===== src/rtl/prio_enc_lf_pipe.sv =====
`default_nettype none
// ============================================================================
//  Module   : prio_enc_lf_pipe
//  Purpose  : Pipelined priority encoder. Each accepted word is reduced with a
//             Ladner-Fischer (minimum-depth) parallel-prefix OR network. The
//             network always gives the MSB priority; words flagged
//             LSB-first are bit-reversed on entry and their one-hot result is
//             reversed back on exit. A register stage follows every two prefix
//             levels and the final stage holds the outputs, giving
//             LAT = ceil(log2(WIDTH)/2) + 1 register stages (4 for WIDTH=32).
//  Macro    : PRIO_ENC_IDX_EN - when defined, adds the out_idx port with a
//             binary encoder registered alongside out_onehot.
//  Ports    : clk, rst          - clock, asynchronous active-high reset
//             in_valid/in_ready - upstream handshake
//             in_data           - request vector (WIDTH bits)
//             in_lsb_first      - per-word priority mode (1 = LSB wins)
//             out_valid/out_ready - downstream handshake
//             out_onehot        - one-hot winner, zero for a zero word
//             out_any           - OR of the accepted word
//             out_idx           - binary winner index (PRIO_ENC_IDX_EN only)
//  Revision : 1.0 - initial release
// ============================================================================
module prio_enc_lf_pipe #(
    parameter int WIDTH = 32,
    parameter int IDXW  = $clog2(WIDTH)
) (
    input  logic             clk,
    input  logic             rst,
    input  logic             in_valid,
    output logic             in_ready,
    input  logic [WIDTH-1:0] in_data,
    input  logic             in_lsb_first,
    output logic             out_valid,
    input  logic             out_ready,
    output logic [WIDTH-1:0] out_onehot,
    output logic             out_any
`ifdef PRIO_ENC_IDX_EN
    ,
    output logic [IDXW-1:0]  out_idx
`endif
);

    localparam int C_NLVL = IDXW;
    localparam int C_NSTG = (C_NLVL + 1) / 2;

    // Merge source for bit i at prefix level lvl, or -1 for a pass-through.
    // The prefix runs from the MSB downward: position k = WIDTH-1-i, and in
    // each block of 2^lvl positions the upper half ORs in the last element of
    // the lower half (Sklansky / minimum-depth Ladner-Fischer).
    function automatic int f_src(input int i, input int lvl);
        int k;
        int blk;
        k   = WIDTH - 1 - i;
        blk = k >> (lvl - 1);
        if (lvl > C_NLVL || (blk % 2) == 0) begin
            return -1;
        end
        return WIDTH - (blk << (lvl - 1));
    endfunction

    logic             w_advance;
    logic [WIDTH-1:0] w_in_rev;
    logic [WIDTH-1:0] w_in_net;
    logic [WIDTH-1:0] w_sout  [C_NSTG];
    logic [C_NSTG-1:0] w_stg_v;
    logic [C_NSTG-1:0] w_stg_m;
    logic [WIDTH-1:0] w_p;
    logic [WIDTH-1:0] w_oh_net;
    logic [WIDTH-1:0] w_oh_rev;
    logic [WIDTH-1:0] w_oh;

    logic             r_out_valid;
    logic [WIDTH-1:0] r_onehot;
    logic             r_any;

    // The whole pipeline moves as one; it freezes only when the output
    // register holds a result the consumer has not taken.
    assign w_advance = !(r_out_valid && !out_ready);
    assign in_ready  = w_advance;

    generate
        for (genvar i = 0; i < WIDTH; i++) begin : g_rev
            assign w_in_rev[i] = in_data[WIDTH-1-i];
            assign w_oh_rev[i] = w_oh_net[WIDTH-1-i];
        end
    endgenerate

    assign w_in_net = in_lsb_first ? w_in_rev : in_data;

    // ------------------------------------------------------------------------
    // Stage s register holds the prefix vector after 2*s levels; its two
    // following levels feed the next stage (or the output register).
    // ------------------------------------------------------------------------
    generate
        for (genvar s = 0; s < C_NSTG; s++) begin : g_stage
            logic [WIDTH-1:0] r_x;
            logic             r_v;
            logic             r_m;
            logic [WIDTH-1:0] w_a;
            logic [WIDTH-1:0] w_b;

            if (s == 0) begin : g_head
                always_ff @(posedge clk or posedge rst) begin
                    if (rst) begin
                        r_x <= '0;
                        r_v <= 1'b0;
                        r_m <= 1'b0;
                    end else if (w_advance) begin
                        r_x <= w_in_net;
                        r_v <= in_valid;
                        r_m <= in_lsb_first;
                    end
                end
            end else begin : g_body
                always_ff @(posedge clk or posedge rst) begin
                    if (rst) begin
                        r_x <= '0;
                        r_v <= 1'b0;
                        r_m <= 1'b0;
                    end else if (w_advance) begin
                        r_x <= w_sout[s-1];
                        r_v <= w_stg_v[s-1];
                        r_m <= w_stg_m[s-1];
                    end
                end
            end

            for (genvar i = 0; i < WIDTH; i++) begin : g_bit
                localparam int SA = f_src(i, 2*s + 1);
                localparam int SB = f_src(i, 2*s + 2);
                if (SA < 0) begin : g_pass_a
                    assign w_a[i] = r_x[i];
                end else begin : g_or_a
                    assign w_a[i] = r_x[i] | r_x[SA];
                end
                if (SB < 0) begin : g_pass_b
                    assign w_b[i] = w_a[i];
                end else begin : g_or_b
                    assign w_b[i] = w_a[i] | w_a[SB];
                end
            end

            assign w_sout[s]  = w_b;
            assign w_stg_v[s] = r_v;
            assign w_stg_m[s] = r_m;
        end
    endgenerate

    // w_p[i] = OR of network bits [WIDTH-1:i]; bit i wins when it is the
    // first set bit from the top, i.e. w_p[i] rises and w_p[i+1] is clear.
    assign w_p      = w_sout[C_NSTG-1];
    assign w_oh_net = w_p & ~{1'b0, w_p[WIDTH-1:1]};
    assign w_oh     = w_stg_m[C_NSTG-1] ? w_oh_rev : w_oh_net;

    always_ff @(posedge clk or posedge rst) begin
        if (rst) begin
            r_out_valid <= 1'b0;
            r_onehot    <= '0;
            r_any       <= 1'b0;
        end else if (w_advance) begin
            r_out_valid <= w_stg_v[C_NSTG-1];
            r_onehot    <= w_oh;
            r_any       <= w_p[0];
        end
    end

    assign out_valid  = r_out_valid;
    assign out_onehot = r_onehot;
    assign out_any    = r_any;

`ifdef PRIO_ENC_IDX_EN
    // Index bit b is the OR of every one-hot position whose index has bit b set.
    logic [WIDTH-1:0] w_sel [IDXW];
    logic [IDXW-1:0]  w_idx;
    logic [IDXW-1:0]  r_idx;

    generate
        for (genvar b = 0; b < IDXW; b++) begin : g_idx
            for (genvar i = 0; i < WIDTH; i++) begin : g_sel
                if (((i >> b) % 2) == 1) begin : g_on
                    assign w_sel[b][i] = w_oh[i];
                end else begin : g_off
                    assign w_sel[b][i] = 1'b0;
                end
            end
            assign w_idx[b] = |w_sel[b];
        end
    endgenerate

    always_ff @(posedge clk or posedge rst) begin
        if (rst) begin
            r_idx <= '0;
        end else if (w_advance) begin
            r_idx <= w_idx;
        end
    end

    assign out_idx = r_idx;
`endif

endmodule
`default_nettype wire

===== config.mk =====
export PLATFORM = sky130hd
export DESIGN_NAME = prio_enc_lf_pipe
export DESIGN_NICKNAME = d
export VERILOG_FILES = /design/src/rtl/prio_enc_lf_pipe.sv
export SDC_FILE = /design/constraint.sdc
export NUM_CORES = 1
export LEC_CHECK = 0
export BUFFER_PORTS_ARGS = -buffer_cell sky130_fd_sc_hd__buf_2
export CAP_MARGIN = 0
export CORE_MARGIN = 10
export CORE_UTILIZATION = 52
export CTS_CLUSTER_SIZE = 30
export DETAILED_ROUTE_END_ITERATION = 12
export PLACE_DENSITY = 0.73
export SKIP_LAST_GASP = 1
export SLEW_MARGIN = 20
export SYNTH_ARGS = -nofsm -noshare
export SYNTH_HDL_FRONTEND = slang
export SYNTH_SLANG_ARGS = --single-unit

===== constraint.sdc =====
create_clock -name clk -period 4.37 [get_ports clk]
set_input_delay 0.6555 -clock clk [delete_from_list [all_inputs] [get_ports clk]]
set_output_delay 0.6555 -clock clk [all_outputs]
set_load 0.03 [all_outputs]

; Word level (Yosys, flattened, before mapping)
; Cells that the tools add are included.
[word_totals]
out_inout_bits = 35
wordCells = 99
ff_bits = 136
in_bits = 37
[op_classes]
bitwise_logic = 82
reduce_logical = 3
muxes = 2
[ops]
columns = operator, count
row1 = bitwise OR 1 bit, 80
row2 = two-way mux 32 bit, 2
row3 = bitwise AND 32 bit, 1
row4 = NOT 31 -> 32 bit, 1
row5 = logical NOT 1 bit, 2
row6 = logical AND 1 bit, 1

; Logic depth before layout (Yosys ltp)
; Gate-level depths: netlist (run 1).
[logic_depth]
ltp_word = 4
mapped_depth = 7
depth_no_buf = 4

; Worst setup path before layout (run 1)
; Ideal clock, no wire load.
[synth_timing]
kind = input-to-output
from = input port out_ready
to = output port in_ready
n_path_buf = 3
arrival_time_ns = 1.184
required_time_ns = 3.714
cell_stages = 5
path_slack_ns = 2.531
cell_sequence = nor2b_4 > buf_6 > inv_4 > buf_6 > buf_6
[synth_between]
elab_chain_cells = 3
[synth_lines]
columns = element, line_no
row1 = from (decl), 34  ; input logic out_ready,
row2 = logical NOT 1 bit, 78  ; assign w_advance = !(r_out_valid && !out_ready);
row3 = logical AND 1 bit, 78
row4 = logical NOT 1 bit, 78
row5 = to (decl), 30  ; output logic in_ready,
; No other way between the ends.

; Worst setup path after layout (run 1)
[layout_timing]
from = register r_out_valid, in the netlist out_valid
to = output port in_ready
[layout_between]
elab_chain_cells = 2
[layout_lines]
columns = element, line_no
row1 = from (decl), 72  ; logic r_out_valid;
row2 = from (signal assigned), 161  ; r_out_valid <= w_stg_v[C_NSTG-1];
row3 = logical AND 1 bit, 78
row4 = logical NOT 1 bit, 78
; No other way between the ends.

==> key figures, run 1 <==
Run
  • Number of max-cap violations: 0

Final layout
  • Ant diodes: 0
  • Share of cells above drive strength 1: ~16%
  • Layout area overhead: 15.7%
  • Fin util: 60.9%
  • Fin area: 6930 um^2
  • # nets final: 709

STA
  • Final Slew Violations: 0
  • Setup TNS: 0 ns
  • Peak Freq: 443 MHz
  • Worst Tran Pin Value: approximately 0.90 ns
  • # setup viols final: 0
  • Max-slew headroom: 39.7%
  • Fin worst setup slack: 2.11 ns
  • RSZ-0062 raised after global routing: false
  • Clock Skews: 0.00567 ns
  • Fin. Hold Viols: 0
  • Period Utilization, post-route: 51.6%
  • Tmin final: 2.26 ns

CTS
  • Num CTS Buffers: 17
  • Root buf cell: clkbuf_16
  • Hold_buf cts: 0
  • Clk buf depth: 2
  • Htree depth: 4
  • TritonCTS Sinks: roughly 140
  • Worst-Skew Late Latency: a little over 0.4 ns
  • Clk pin slew, worst setup/hold paths: 0.05 ns
  • Clock tree from TritonCTS: built
  • Setup Fix Bufs, Post-CTS: 0
  • Post-CTS sizing: 0

Place
  • Cell area after placement: approximately 6300 um^2
  • Detail Placement HPWL: 7890 um
  • Port Buf Inserts: 71
  • Routability cong.: 0.786
  • Placement Setup Slack: 1.88 ns

Yosys
  • Synth Register Bits: 136
  • Post-synthesis sequential area ratio: 56.8%
  • Mapped Nets: 657
  • Syn Std Cell Area: 5990 um^2
  • EDFF count, synth: 0
  • Area leader, netlist: dfrtp_1
  • Synth warn: 0
  • Syn Area/Cell: 9.66 um^2
  • Synth top area cells: dfrtp_1, nand2_1, mux2i_1, nor2_1, nand3b_1
  • Ys flop type: dfrtp_1
  • Post-synthesis cell type count: 27
  • Post-synth ARST share: 100%
  • Top cell type's share of synthesized area: 56.8%
  • Synth Instances: 620

Worst setup path
  • CP Capture Type: primary output
  • Setup Crit Path Kind: flip-flop to primary output
  • Critical path required time: 3.71 ns
  • CP Data Arrival Time: 1.60 ns
  • Worst reg2reg startpoint: out_valid$_DFFE_PP0N_
  • Start point of the critical path: out_valid$_DFFE_PP0N_
  • Slack of the worst reg-to-reg path: 2.19 ns
  • Startpoint types: flip-flop
  • CP Max Fanout: 53

Global routing
  • Number of global-route vias before repair: around 4.3k
  • GRT overflow: 0
  • First-pass GRT wire length: about 21,000 um
  • Largest net degree at the start of global routing: 124
  • Overall routing resource usage: between 10% and 20%
  • Initial antenna violation count: 0

Floorplan
  • Die H: roughly 130 um
  • Initial Util: 52.7%
  • Core area: around 11,000 um^2
  • Die area: between 15,000 and 20,000 um^2
  • DIE WIDTH: 127 um
  • Io pins: 72
  • # rows: 39

Route
  • Drt wl/cell: 14.7 um
  • Post-route DRC: 0
  • Vias per cell: 5.31
  • Final WL: 12,100 um
  • DR vias: approximately 4.4k
  • DR pass1 iterations: 5
  • Remaining antenna violation count: 0
  • Initial DRC count: 322

Power
  • Cell Pwr Density: between 700 and 800 nW/um^2
  • Leakage: ~3 nW
  • Peak supply drop: between 0.3 and 0.4 mV

Hold path
  • HP Class: input port to asynchronous set/reset pin

Status
  • Status: completed
[through the flow]
step	hold WS [ns]	power [mW]	instances
floorplan	0.430	3.08	620
global placement	0.442	3.35	796
detailed placement	0.444	3.41	796
CTS	0.447	4.91	828
global route	0.437	5.20	828
finish	0.382	4.87	828
[where the power goes]
| group | internal (mW) | switching (mW) |
|---|---|---|
| registers | 1.70 | 0.329 |
| logic | 0.449 | 0.913 |
| clock network | 0.964 | 0.516 |
[logic make-up (layout without fill, tap and decap cells)]
family / count (synthesis) / count (layout) / share of synthesized area, %
muxes: 32 / 32 / 5.35
AOI/OAI and AO/OA: 117 / 117 / 11.1
buffers and inverters: 46 / 111 / 4.76
and+or+nand+nor: 289 / 289 / 21.9
DFF: 136 / 136 / 56.8
[critical path, stage by stage (launching register included)]
cell and delay (ns):
dfrtp_1 0.38, nor2b_4 0.14, inv_4 0.36, buf_2 0.30
[cells in the mapped netlist, types with 8 or more instances]
| master | instances |
|---|---|
| o21ai_0 | 41 |
| nand2_1 | 132 |
| nor3b_1 | 16 |
| mux2i_1 | 32 |
| a31oi_1 | 31 |
| a21oi_1 | 33 |
| nand3b_1 | 28 |
| dfrtp_1 | 136 |
| nor2_1 | 85 |
| nor3_1 | 16 |
| buf_6 | 8 |
| buf_2 | 22 |
[state kept, by name (all words and copies together) (netlist names)]
signal and flops:
g_stage.r_v 3, out_any 1, out_valid 1, g_stage.r_x 96, out_onehot 32, g_stage.r_m 3
[path summary, 6_finish.rpt]
kind,end,depth (start not counted)
worst max-delay path,in_ready,3
worst min-delay path,out_onehot[1]$_DFFE_PP0N_,2
worst min register to register,out_valid$_DFFE_PP0N_,1
min in group clk,out_valid$_DFFE_PP0N_,1
max in group asynchronous,g_stage[1].r_x[19]$_DFFE_PP0N_,3
worst max register to register,g_stage[2].r_x[1]$_DFFE_PP0N_,5
[placed cells by master (no fill, tap or decap), drive strengths merged]
master | netlist | layout
dfrtp | 136 | 136
nand2 | 132 | 132
nor2 | 85 | 85
buf | 36 | 75
o21ai | 41 | 41
a21oi | 33 | 33
mux2i | 32 | 32
a31oi | 31 | 31
nand3b | 28 | 28
clkbuf | 6 | 19
nor3 | 16 | 16
nor3b | 16 | 16
nand3 | 6 | 6
o22a | 6 | 6
clkinvlp | 0 | 5
bufinv | 0 | 4
clkinv | 0 | 4
inv | 4 | 4
or3 | 2 | 2
o21a | 2 | 2
o211ai | 2 | 2
nor2b | 2 | 2
o31ai | 2 | 2
nand2b | 1 | 1
nor4b | 1 | 1
[layout make-up]
class	instances	area [um^2]
fill	985	4440
sequential	136	3400
multi-input combinational	438	2300
clock buffer	19	443
timing repair buffer	75	402
tap	143	179
clock inverter	13	178
inverter	4	22.5
[metal layers]
layer	vias to the layer above	track usage [%]	routed length [um]
li1	2216	-	-
met1	2056	22.5	6080
met2	115	21.4	5110
met3	9	5.83	819
met4	0	5.09	138
met5	-	0	0
(Power assumes the default switching activity.)
==> run 2: changes to the inputs <==
ABC_AREA = 1   (was unset)
CORE_UTILIZATION = 58   (was 52)
PLACE_DENSITY = 0.77   (was 0.73)
clock period = 2.28 ns   (was 4.37 ns; I/O delays follow)
==> key figures, run 2 <==
Worst setup path
  • Critical path required time: 1.94 ns
  • CP Capture Type: primary output
  • Startpoint types: flip-flop
  • Slowest stage delay, CP: 0.42 ns
  • Setup Crit Path Kind: flip-flop to primary output
  • CP Cell Sequence: nand2_4, buf_2
  • CP Max Fanout: 53
  • R2R cell count: 4
  • CP Data Arrival Time: 1.65 ns
  • Crit-path slowest cell: dfrtp_1

Route
  • DR vias: ~5k
  • DR pass1 iterations: 5
  • Initial DRC count: 492
  • Metal-1 WL: 6400 um
  • Remaining antenna violation count: 0
  • Post-route DRC: 0
  • Met2 wire length: 5650 um
  • Met3 Wirelength: 722 um
  • Vias per cell: 5.08
  • Final WL: 12,900 um
  • Drt wl/cell: 13.4 um
  • Uppermost layer routed: met4

Final layout
  • Fin util: between 60% and 70%
  • Layout area overhead: 17.0%
  • Most flops, register: g_stage.r_x
  • Number of flip-flops in the largest register: 96
  • Non-filler cells, final: 960
  • Share of cells above drive strength 1: about 14%
  • Ant diodes: 0
  • Commonest cells after routing, fill and taps aside: nand2_1, dfrtp_1, nor2_1, o21ai_0, buf_2
  • FILL cells: 825
  • Most common cell after layout, fill and taps aside: nand2_1
  • # nets final: 850

Yosys
  • Top cell type's share of synthesized area: 56.5%
  • Post-synth top cells: nand2_1, dfrtp_1, nor2_1
  • Synth warn: 0
  • Ys flop type: dfrtp_1
  • Most frequent cell after synthesis: nand2_1
  • Synth top area cells: dfrtp_1, nand2_1, o21ai_0, nor2_1, inv_1
  • EDFF count, synth: 0
  • Area leader, netlist: dfrtp_1
  • Post-synthesis cell type count: 16
  • Syn Std Cell Area: around 6000 um^2
  • Synth Instances: 753
  • Post-synth ARST share: 100%
  • Mapped Nets: 790
  • Syn Area/Cell: 8.00 um^2
  • Synth Register Bits: 136
  • Post-synthesis sequential area ratio: 56.5%

CTS
  • Num CTS Buffers: 17
  • Clock tree from TritonCTS: built
  • Clk pin slew, worst setup/hold paths: 0.06 ns
  • Post-CTS sizing: 0
  • TritonCTS Sinks: 136
  • Htree depth: 4
  • Hold_buf cts: 1
  • Clk buf depth: 2
  • Worst-Skew Late Latency: between 0.5 and 0.6 ns
  • Root buf cell: clkbuf_8
  • Setup Fix Bufs, Post-CTS: 0

Global routing
  • Largest net degree at the start of global routing: 75
  • GRT overflow: 0
  • Overall routing resource usage: 18.3%
  • Initial antenna violation count: 0
  • Number of global-route vias before repair: just under 5k
  • First-pass GRT wire length: roughly 22,000 um

STA
  • # setup viols final: 0
  • RSZ-0062 raised after global routing: false
  • Setup TNS: 0 ns
  • Tmin final: 1.99 ns
  • Worst Tran Pin Value: slightly below 1 ns
  • Period Utilization, post-route: 87.3%
  • Clock Skews: 0.00863 ns
  • Fin. Hold Viols: 0
  • Final Slew Violations: 0
  • Max-slew headroom: 34.9%
  • Fin worst setup slack: 0.289 ns
  • Peak Freq: 502 MHz

Floorplan
  • Die H: 122 um
  • Initial Util: 58.9%
  • Core area: 10,200 um^2
  • DIE WIDTH: 122 um
  • # rows: 37
  • Io pins: approximately 70
  • Die area: approximately 15,000 um^2

Place
  • Routability cong.: 0.793
  • Port Buf Inserts: 71
  • Placement Setup Slack: 0.646 ns
  • Detail Placement HPWL: around 8600 um
  • Cells after DPL: slightly above 900

Hold path
  • HP Class: input port to flip-flop
  • Min-Delay Path Depth: 3

Power
  • Total power: 9.60 mW
  • Leakage: approximately 3.6 nW
  • Peak supply drop: 0.650 mV
  • Cell Pwr Density: 1360 nW/um^2

Run
  • Number of max-cap violations: 0

Status
  • Status: completed
run 2: cell types whose count changed after synthesis, moves of 3 or more:
cell	delta
inv_1	+54
nand3b_1	-28
buf_6	-8
nand2_1	+159
nand3_1	-3
nor3b_1	-16
nor3_1	-16
mux2i_1	-32
buf_2	+5
nor2_1	-11
buf_4	+4
o22a_1	-6
o21ai_0	+31
o21ai_1	+5
run 2: final cells by class:
class,count,area (um^2),area share (%)
Sequential cell,136,3400,48.3
Multi-Input combinational cell,513,2170,30.8
Timing Repair Buffer,86,533,7.56
Clock buffer,27,482,6.83
Inverter,59,225,3.19
Tap cell,136,170,2.41
Clock inverter,3,65.1,0.923
run 2: worst max-delay path: cells and delay by family (launching register included):
family,cells,cell delay (ns)
buf+inv,1,0.29
flops,1,0.42
simple gates,1,0.39
run 2: worst paths after layout:
| path | startpoint | to | slack (ns) |
|---|---|---|---|
| setup reg to reg | g_stage[2].r_m$_DFFE_PP0N_ | out_onehot[15]$_DFFE_PP0N_ | 0.64 |
| setup / recovery | out_valid$_DFFE_PP0N_ | in_ready | 0.29 |
| min in group asynchronous | rst | out_onehot[14]$_DFFE_PP0N_ | 0.37 |
| hold reg to reg | g_stage[2].r_v$_DFFE_PP0N_ | out_valid$_DFFE_PP0N_ | 0.47 |
| max in group asynchronous | rst | g_stage[0].r_m$_DFFE_PP0N_ | 1.26 |
| hold / removal | in_valid | g_stage[0].r_v$_DFFE_PP0N_ | 0.04 |
run 2: cells by family (layout without fill, tap and decap cells):
kind of cell	Yosys count	count (layout)	share of synthesized area [%]
simple gates	370	370	23.2
compound gates	143	143	12.7
flops	136	136	56.5
buf+inv	104	175	7.66
run 2: metal layers:
layer | up-vias | track usage [%]
met5 | - | 0
met4 | 0 | 5.89
met3 | 8 | 5.27
met2 | 120 | 26.7
met1 | 2252 | 25.8
li1 | 2493 | -
run 2: metrics by stage:
stage	area [um^2]	hold WS [ns]
2_1_floorplan	6030	0.420
3_3_place_gp	6490	0.359
3_5_place_dp	6490	0.364
4_1_cts	7050	0.0248
5_1_grt	7050	0.0293
6_report	7050	0.0400
run 2: power by group:
part | switching [mW] | total, mW | internal [mW]
Clock | 0.907 | 2.54 | 1.63
Combinational | 2.21 | 3.23 | 1.02
Sequential | 0.497 | 3.83 | 3.33
